File: config.mk
export PLATFORM = sky130hd
export DESIGN_NAME = operand_fetch
export DESIGN_NICKNAME = d
export VERILOG_FILES = /design/src/rtl/srm_pkg.sv /design/src/rtl/operand_fetch_regfile.sv /design/src/rtl/operand_fetch.sv
export SDC_FILE = /design/constraint.sdc
export NUM_CORES = 1
export LEC_CHECK = 0
export ABC_AREA = 0
export BUFFER_PORTS_ARGS = -buffer_cell sky130_fd_sc_hd__buf_2
export CORE_MARGIN = 2
export CORE_UTILIZATION = 55
export CTS_CLUSTER_SIZE = 24
export DETAILED_ROUTE_END_ITERATION = 10
export GPL_ROUTABILITY_DRIVEN = 0
export HOLD_SLACK_MARGIN = 0.03
export PLACE_DENSITY = 0.71
export REMOVE_ABC_BUFFERS = 1
export SLEW_MARGIN = 20
export SYNTH_ARGS = -nofsm -noshare
export SYNTH_HDL_FRONTEND = slang
export SYNTH_SLANG_ARGS = --single-unit
File: constraint.sdc
create_clock -name clk -period 2.65 [get_ports clk]
set_input_delay 0.1325 -clock clk [delete_from_list [all_inputs] [get_ports clk]]
set_output_delay 0.1325 -clock clk [all_outputs]
set_load 0.05 [all_outputs]
File: src/rtl/srm_pkg.sv
// srm_pkg: shared widths, shift codes and operand-fetch FSM states for the Simple RISC Machine datapath
package srm_pkg;
    localparam int DATA_W    = 16;
    localparam int NREGS     = 8;
    localparam int REG_IDX_W = 3;
    typedef enum logic [1:0] {
        SH_PASS = 2'b00,
        SH_LSL  = 2'b01,
        SH_LSR  = 2'b10,
        SH_ASR  = 2'b11
    } shift_t;
    typedef enum logic [1:0] {
        IDLE  = 2'b00,
        RD_A  = 2'b01,
        RD_B  = 2'b10,
        VALID = 2'b11
    } state_t;
endpackage

File: src/rtl/operand_fetch_regfile.sv
// regfile: 8x16 register file, one write port, one combinational read port, sync clear
// ports: clk, reset, write/wnum/wdata (write port), rnum -> rdata (read port)
// OPERAND_FETCH_BYPASS_EN: read returns wdata when reading the register being written this cycle
module regfile import srm_pkg::*; (
    input  logic                 clk,
    input  logic                 reset,
    input  logic                 write,
    input  logic [REG_IDX_W-1:0] wnum,
    input  logic [DATA_W-1:0]    wdata,
    input  logic [REG_IDX_W-1:0] rnum,
    output logic [DATA_W-1:0]    rdata
);
    logic [DATA_W-1:0] mem [NREGS];
    always_ff @(posedge clk) begin
        if (reset)
            for (int i = 0; i < NREGS; i++) mem[i] <= '0;
        else if (write)
            mem[wnum] <= wdata;
    end
`ifdef OPERAND_FETCH_BYPASS_EN
    assign rdata = (write && wnum == rnum) ? wdata : mem[rnum];
`else
    assign rdata = mem[rnum];
`endif
endmodule

File: src/rtl/operand_fetch.sv
// operand_fetch: reads R[rn] then R[rm] into operands A/B with the shift code, valid/ready output
// ports: start/rn/rm/shift_in (request, taken when idle), write/wnum/wdata (register write),
//        busy, out_valid/out_ready (handshake), a_out (ALU A), b_out/shift_out (shifter in/shift)
// OPERAND_FETCH_BYPASS_EN: write-first forwarding on read/write collisions (see regfile)
module operand_fetch import srm_pkg::*; (
    input  logic                 clk,
    input  logic                 reset,
    input  logic                 start,
    input  logic [REG_IDX_W-1:0] rn,
    input  logic [REG_IDX_W-1:0] rm,
    input  logic [1:0]           shift_in,
    input  logic                 write,
    input  logic [REG_IDX_W-1:0] wnum,
    input  logic [DATA_W-1:0]    wdata,
    output logic                 busy,
    output logic                 out_valid,
    input  logic                 out_ready,
    output logic [DATA_W-1:0]    a_out,
    output logic [DATA_W-1:0]    b_out,
    output logic [1:0]           shift_out
);
    state_t               state;
    logic [REG_IDX_W-1:0] rn_q, rm_q;
    logic [1:0]           shift_q;
    logic [DATA_W-1:0]    rdata;
    regfile u_regfile (
        .clk   (clk),
        .reset (reset),
        .write (write),
        .wnum  (wnum),
        .wdata (wdata),
        .rnum  (state == RD_B ? rm_q : rn_q),
        .rdata (rdata)
    );
    assign busy      = state != IDLE;
    assign out_valid = state == VALID;
    always_ff @(posedge clk) begin
        if (reset) begin
            state     <= IDLE;
            rn_q      <= '0;
            rm_q      <= '0;
            shift_q   <= '0;
            a_out     <= '0;
            b_out     <= '0;
            shift_out <= '0;
        end else begin
            case (state)
                IDLE: if (start) begin
                    rn_q    <= rn;
                    rm_q    <= rm;
                    shift_q <= shift_in;
                    state   <= RD_A;
                end
                RD_A: begin
                    a_out <= rdata;
                    state <= RD_B;
                end
                RD_B: begin
                    b_out     <= rdata;
                    shift_out <= shift_q;
                    state     <= VALID;
                end
                default: if (out_ready) state <= IDLE;
            endcase
        end
    end
endmodule

== Word-level counts from Yosys, hierarchy flattened ==
Memory sizes are Yosys's and may differ from the RTL's.
Cells that the tools add are included.

* Memories kept: 1
* Register bits after elaboration: 44
* RAM bits: 128
* Input port bits: 32

* Mux-type cells: 12
* Equality and inequality tests: 4
* Reduce and logical (&&, ||, !) cells: 6

{| class="wikitable"
|+ Memory list
! name !! words !! width !! rd ports !! clocked after Yosys merged registers in !! wr ports !! line !! source
|-
| u_regfile.mem || 8 || 16 || 1 || 0 || 8 || operand_fetch_regfile.sv:13 || <nowiki>logic [DATA_W-1:0] mem [NREGS];</nowiki>
|}

{| class="wikitable"
|+ Operator list
! operator !! number
|-
| 16-bit 2-to-1 mux || 1
|-
| 16-bit OR reduction || 1
|-
| 1-bit 2-to-1 mux || 6
|-
| 3-bit 2-to-1 mux || 2
|-
| 2-bit case mux with 3 select lines || 1
|-
| 2-bit == test, second input constant || 2
|-
| 2-bit 2-to-1 mux || 2
|-
| 2-bit AND reduction || 2
|-
| 4-bit nonzero test || 1
|-
| 2-bit by 1-bit == test with 1-bit output, second input constant || 1
|-
| 2-bit logical NOT || 1
|-
| 2-bit != test, second input constant || 1
|-
| 2-bit nonzero test || 1
|}

== Longest topological paths before layout ==
* Depth in word-level cells: 5
* Mapped depth: 10
* Gate-level depth less buffers: 7

== Cells and area by module ==
Synthesis repeated with hierarchy kept, for this count alone.

* Cells, all modules: 542
* Area, all modules: 7589.8 um^2

{| class="wikitable"
|+ By module, submodules not included
! module !! area an instance (um^2) !! times used !! cells each
|-
| regfile || 5864.4 || 1 || 373
|-
| operand_fetch || 1725.4 || 1 || 169
|}

== Least setup slack after synthesis ==
Ideal clock, no wire load.

* Kind: register to register
* Start point: register state[0]
* End point: register b_out[1]
* Path buffers: 3
* Cell stages (with the launch flop): 11
* Period minus slack after synthesis: 1.872 ns
* Arrival: 1.731 ns
* Slack: 0.778 ns
* Path through: dfxtp_1 inv_1 ha_1 buf_6 and2_1 buf_6 buf_4 a22oi_1 o221ai_1 a32oi_1 a211oi_1

* Cells in the longest elaborated chain, start to end: 3

{| class="wikitable"
|+ RTL lines
! element !! line !! source
|-
| start, declared || operand_fetch.sv:22 || <nowiki>state_t state;</nowiki>
|-
| start signal, assigned || operand_fetch.sv:39 || <nowiki>state <= IDLE;</nowiki>
|-
| start signal, assigned || operand_fetch.sv:52 || <nowiki>state <= RD_A;</nowiki>
|-
| start signal, assigned || operand_fetch.sv:56 || <nowiki>state <= RD_B;</nowiki>
|-
| 2-bit == test (*) || operand_fetch.sv:32, operand_fetch.sv:47 ||
|-
| 3-bit 2-to-1 mux || operand_fetch.sv:32 || <nowiki>.rnum (state == RD_B ? rm_q : rn_q),</nowiki>
|-
| memory read 8 x 16 bit || -- ||
|-
| end signal, assigned || operand_fetch.sv:59 || <nowiki>b_out <= rdata;</nowiki>
|-
| end, declared || operand_fetch.sv:19 || <nowiki>output logic [DATA_W-1:0] b_out,</nowiki>
|}

Every way passes the cells marked *; elsewhere a longest branch is shown, timed or not.
A chain may end at the register's enable or synchronous reset.

== Worst setup path after layout ==
* Start point: register state[0]
* End point: register b_out[15]

The elaborated chain is that of the path after synthesis.

==> results.py <==
metrics = {
    "route": {
        "initialDrtViolationCount": 640,
        "detail_route.drc_violations": 0,
        "routed_wire_length_per_instance_um": 20.20,
        "firstDrtPassIters": 7,
        "viasPerCell": 6.030,
        "detailroute.via_count": 6398,
        "route.antenna.remaining_nets": 0,
        "routed_wirelength_mm": 21.43,
    },
    "global_route": {
        "met3_usage_pct": 5.780,
        "total_global_routing_overflow": 0,
        "grt_pass1_vias": 6385,
        "grt_pass1_wl_mm": 33.46,
        "grt_max_degree": 59,
        "grt_busiest_layer": "met2",
        "gr-usage-met2_pct": 44.71,
        "grt_use_met1_pct": 35.31,
        "grt_antenna_before_repair": 0,
        "grt_use_total_pct": 27.12,
    },
    "clock_network": {
        "insertion_delay_ps": 430,
        "numClockSinks": 172,
        "clk_path_buf_depth": 2,
        "cts_root_buffer": "sky130_fd_sc_hd__clkbuf_16",
        "clock_tree.htree_level_count": 4,
        "postCtsSetupBuffers": 0,
        "cts.clk_slew.worst_paths_ps": 60,
        "numCtsBuffers": 17,
        "tritoncts": "done",
    },
    "synthesis": {
        "ys_seq_elements": 172,
        "synth_seq_area_share_pct": 55.37,
        "synth_simple_gate_area_share_pct": 23.24,
        "ys_async_sr_fraction_pct": 0,
        "synth_adder_area_share_pct": 0.5865,
        "syn_area_sq_um": 8533,
        "dominantRegCellSynth": "sky130_fd_sc_hd__edfxtp_1",
        "fraction_of_synthesized_area_in_multiplexers_pct": 0.9091,
        "synth_xor_area_share_pct": 0,
        "synth_enable_flop_cells": 128,
        "synth-warning-count": 0,
        "netlist-cell-type-count": 32,
        "syn-mean-instance-area_sq_um": 10.61,
        "share_of_the_synthesized_area_in_compound_gates_ao_oa_aoi_oai_pct": 15.65,
        "netlist_instances": 804,
        "main_combinational_cell_family_by_area_after_synthesis": "simple AND/OR/NAND/NOR gates",
    },
    "critical_path": {
        "setup.worst_path.end": "b_out[15]",
        "timing.rr.end": "b_out[15]",
        "cp-startpoint": "state[0]",
        "critical_path.top_delay_family": "compound AO/OA/AOI/OAI gates",
        "reg2reg_slack_ps": 170,
        "slowest_delay_ps": 510,
        "setup.worst_path.end_class": "flip-flop",
        "reg2regPathDepth": 8,
        "worst-endpoint-required_ps": 2940,
        "timing.critical_path.cells": "inv_1 > ha_2 > buf_6 > mux2_4 > nor2_1 > o221ai_1 > a32oi_1 > a211oi_1",
        "crit_path_max_fanout": 43,
        "worst-setup-path-type": "flip-flop to flip-flop",
        "worst_r2r_startpoint": "state[0]",
        "crit_path_start_kind": "flip-flop",
        "crit_path_top_delay_cell": "sky130_fd_sc_hd__mux2_4",
        "timing.critical_path.buf_inv": 2,
        "data_arrival_time_of_the_critical_path_ps": 2770,
        "worst-path-stages": 8,
    },
    "finish": {
        "diodes": 0,
        "post_route_cells_drive_above_1_share_pct": 18.79,
        "area_growth_from_synthesis_to_final_layout_pct": 13.50,
        "final_cell_count_no_fill": 1061,
        "stdcell_area_sq_um": 9686,
        "final_nets": 896,
    },
    "min_path": {
        "hold_path.class": "input pin to flip-flop",
    },
    "place": {
        "placed_cells_incl_taps": 1021,
        "portBuffers": 67,
        "place_hpwl_mm": 12.69,
        "dpl_cell_area_sq_um": 9002,
        "dp_worst_setup_slack_ps": 31.62,
    },
    "timing": {
        "max_freq_mhz": 403.3,
        "post-route-min-period_ps": 2479,
        "tightestPinTransition_ps": 759.0,
        "clock-skew-final_ps": 5.198,
        "hold_viol_final": 0,
        "finalCritPeriodShare_pct": 93.56,
        "final_max_slew_viol_count": 0,
        "finalSetupTns_ps": 0,
        "worst_slack_ps": 170.6,
        "setup_violations": 0,
        "setup_repair_after_global_routing_missed_its_margin": "no",
        "max_slew_margin_pct": 49.34,
    },
    "floorplanning": {
        "fp-row-count": 45,
        "core_region_area_sq_um": 15200,
        "width_of_the_chip_um": 128.6,
        "start_util_pct": 56.13,
        "top_level_ports": 68,
        "floorplan.die_area_sq_um": 16530,
        "die_y_um": 128.6,
    },
    "status": {
        "result_of_the_run": "finished, final reports clean",
    },
    "power_and_ir_drop": {
        "pwr_density_cell_nw_per_um2": 794.7,
        "vdd_ir_max_mv": 0.4996,
        "power.leakage_nw": 3.461,
    },
    "job": {
        "number_of_violations_of_the_max_capacitance_limit": 0,
    },
}
-- power breakdown --
group	internal [mW]	switching [mW]	leakage, nW	total, mW
clock network	1.48	1.06	0.285	2.54
logic	0.600	1.28	1.59	1.88
registers	3.14	0.136	1.59	3.28
total	5.22	2.48	3.46	7.70
-- final cells by class --
type                    instances  area (sq um)
clock inverters                15         171.4
repair buffers                 98         641.9
well taps                     188         235.2
fillers                      1191          5517
inverters                       5         18.77
multi-input cells             566          3466
clock buffers                  17         425.4
flip-flops and latches        172          4727
-- synthesized netlist by cell type, types with 13 or more instances --
library cell,instances,area share [%]
sky130_fd_sc_hd__nand2_1,34,1.5
sky130_fd_sc_hd__dfxtp_1,44,10
sky130_fd_sc_hd__o21ai_0,34,2.0
sky130_fd_sc_hd__clkbuf_1,29,1.3
sky130_fd_sc_hd__edfxtp_1,128,45
sky130_fd_sc_hd__and2_1,130,9.5
sky130_fd_sc_hd__a32oi_1,16,1.6
sky130_fd_sc_hd__o221ai_1,21,2.2
sky130_fd_sc_hd__nor2_1,139,6.1
sky130_fd_sc_hd__a22oi_2,13,1.9
sky130_fd_sc_hd__nand2b_1,65,4.8
sky130_fd_sc_hd__a22oi_1,18,1.6
sky130_fd_sc_hd__a21oi_1,26,1.5
sky130_fd_sc_hd__a211oi_1,32,2.8
sky130_fd_sc_hd__buf_2,13,0.76
-- cell usage in the layout, fill, tap and decap left out, types with 10 or more instances in the layout --
cell type	netlist	routed
sky130_fd_sc_hd__nor2_1	139	138
sky130_fd_sc_hd__clkbuf_16	0	17
sky130_fd_sc_hd__a22oi_1	18	18
sky130_fd_sc_hd__edfxtp_1	128	128
sky130_fd_sc_hd__a22oi_2	13	13
sky130_fd_sc_hd__buf_2	13	67
sky130_fd_sc_hd__buf_4	5	18
sky130_fd_sc_hd__or2_2	10	10
sky130_fd_sc_hd__a32oi_1	16	16
sky130_fd_sc_hd__a211oi_1	32	32
sky130_fd_sc_hd__nand2_1	34	34
sky130_fd_sc_hd__nand2b_1	65	65
sky130_fd_sc_hd__o221ai_2	10	10
sky130_fd_sc_hd__dfxtp_1	44	42
sky130_fd_sc_hd__o221ai_1	21	21
sky130_fd_sc_hd__and2_1	130	130
sky130_fd_sc_hd__o21ai_0	34	34
sky130_fd_sc_hd__a21oi_1	26	26
-- worst min-delay path by stage --
| stage | slack, ps | to | from | cells after the start |
|---|---|---|---|---|
| 3_5_place_dp | 380 | rm_q[2] | rm[2] | 3 |
| 3_3_place_gp | 370 | shift_q[1] | shift_in[1] | 3 |
| 6_report | 60 | u_regfile.mem[7][1] | wdata[1] | 2 |
| 5_1_grt | 70 | u_regfile.mem[4][15] | wdata[15] | 2 |
| 4_1_cts | 50 | u_regfile.mem[7][1] | wdata[1] | 2 |
| 2_1_floorplan | 200 | rm_q[0] | reset | 1 |
-- state kept, by name (all words and copies together) (netlist names) --
name / count
a_out: 16
b_out: 16
rm_q: 3
rn_q: 3
shift_out: 2
shift_q: 2
state: 2
u_regfile.mem: 128
-- layer usage --
metal	part of all wire, %	vias to the layer above
li1	-	2959
met1	41	3107
met2	48	287
met3	8.0	45
met4	2.5	0
met5	0	-
-- cells by family (layout without fill, tap and decap cells) --
| family | count (synthesis) | count (layout) |
|---|---|---|
| simple gates | 384 | 384 |
| buf+inv | 66 | 135 |
| flops | 172 | 172 |
| fa+ha+maj | 4 | 4 |
| mux | 6 | 6 |
| compound gates | 172 | 172 |
-- worst reg2reg max path: stages, from the launching register on --
cell and delay, ps:
sky130_fd_sc_hd__dfxtp_1 330, sky130_fd_sc_hd__inv_1 100, sky130_fd_sc_hd__ha_2 210, sky130_fd_sc_hd__buf_6 370, sky130_fd_sc_hd__mux2_4 520, sky130_fd_sc_hd__nor2_1 160, sky130_fd_sc_hd__o221ai_1 110, sky130_fd_sc_hd__a32oi_1 400
sky130_fd_sc_hd__a211oi_1 140
-- what timing repair did --
action,CTS,global route
hold buffers,8,0
endpoints found under the setup margin,0,15
endpoints found under the hold margin,8,0
resized for setup,0,1
-- metrics by stage --
stage / utilization (%) / hold slack, ps / power (mW)
global route: 63.71 / 74.41 / 7.987
CTS: 63.67 / 54.78 / 7.690
finish: 63.71 / 61.29 / 7.697
floorplan: - / 201.6 / 4.619
global placement: 59.22 / 374.7 / 5.127
detailed placement: 59.22 / 384.2 / 5.184
Note: power is estimated with default switching activity, not from simulation.
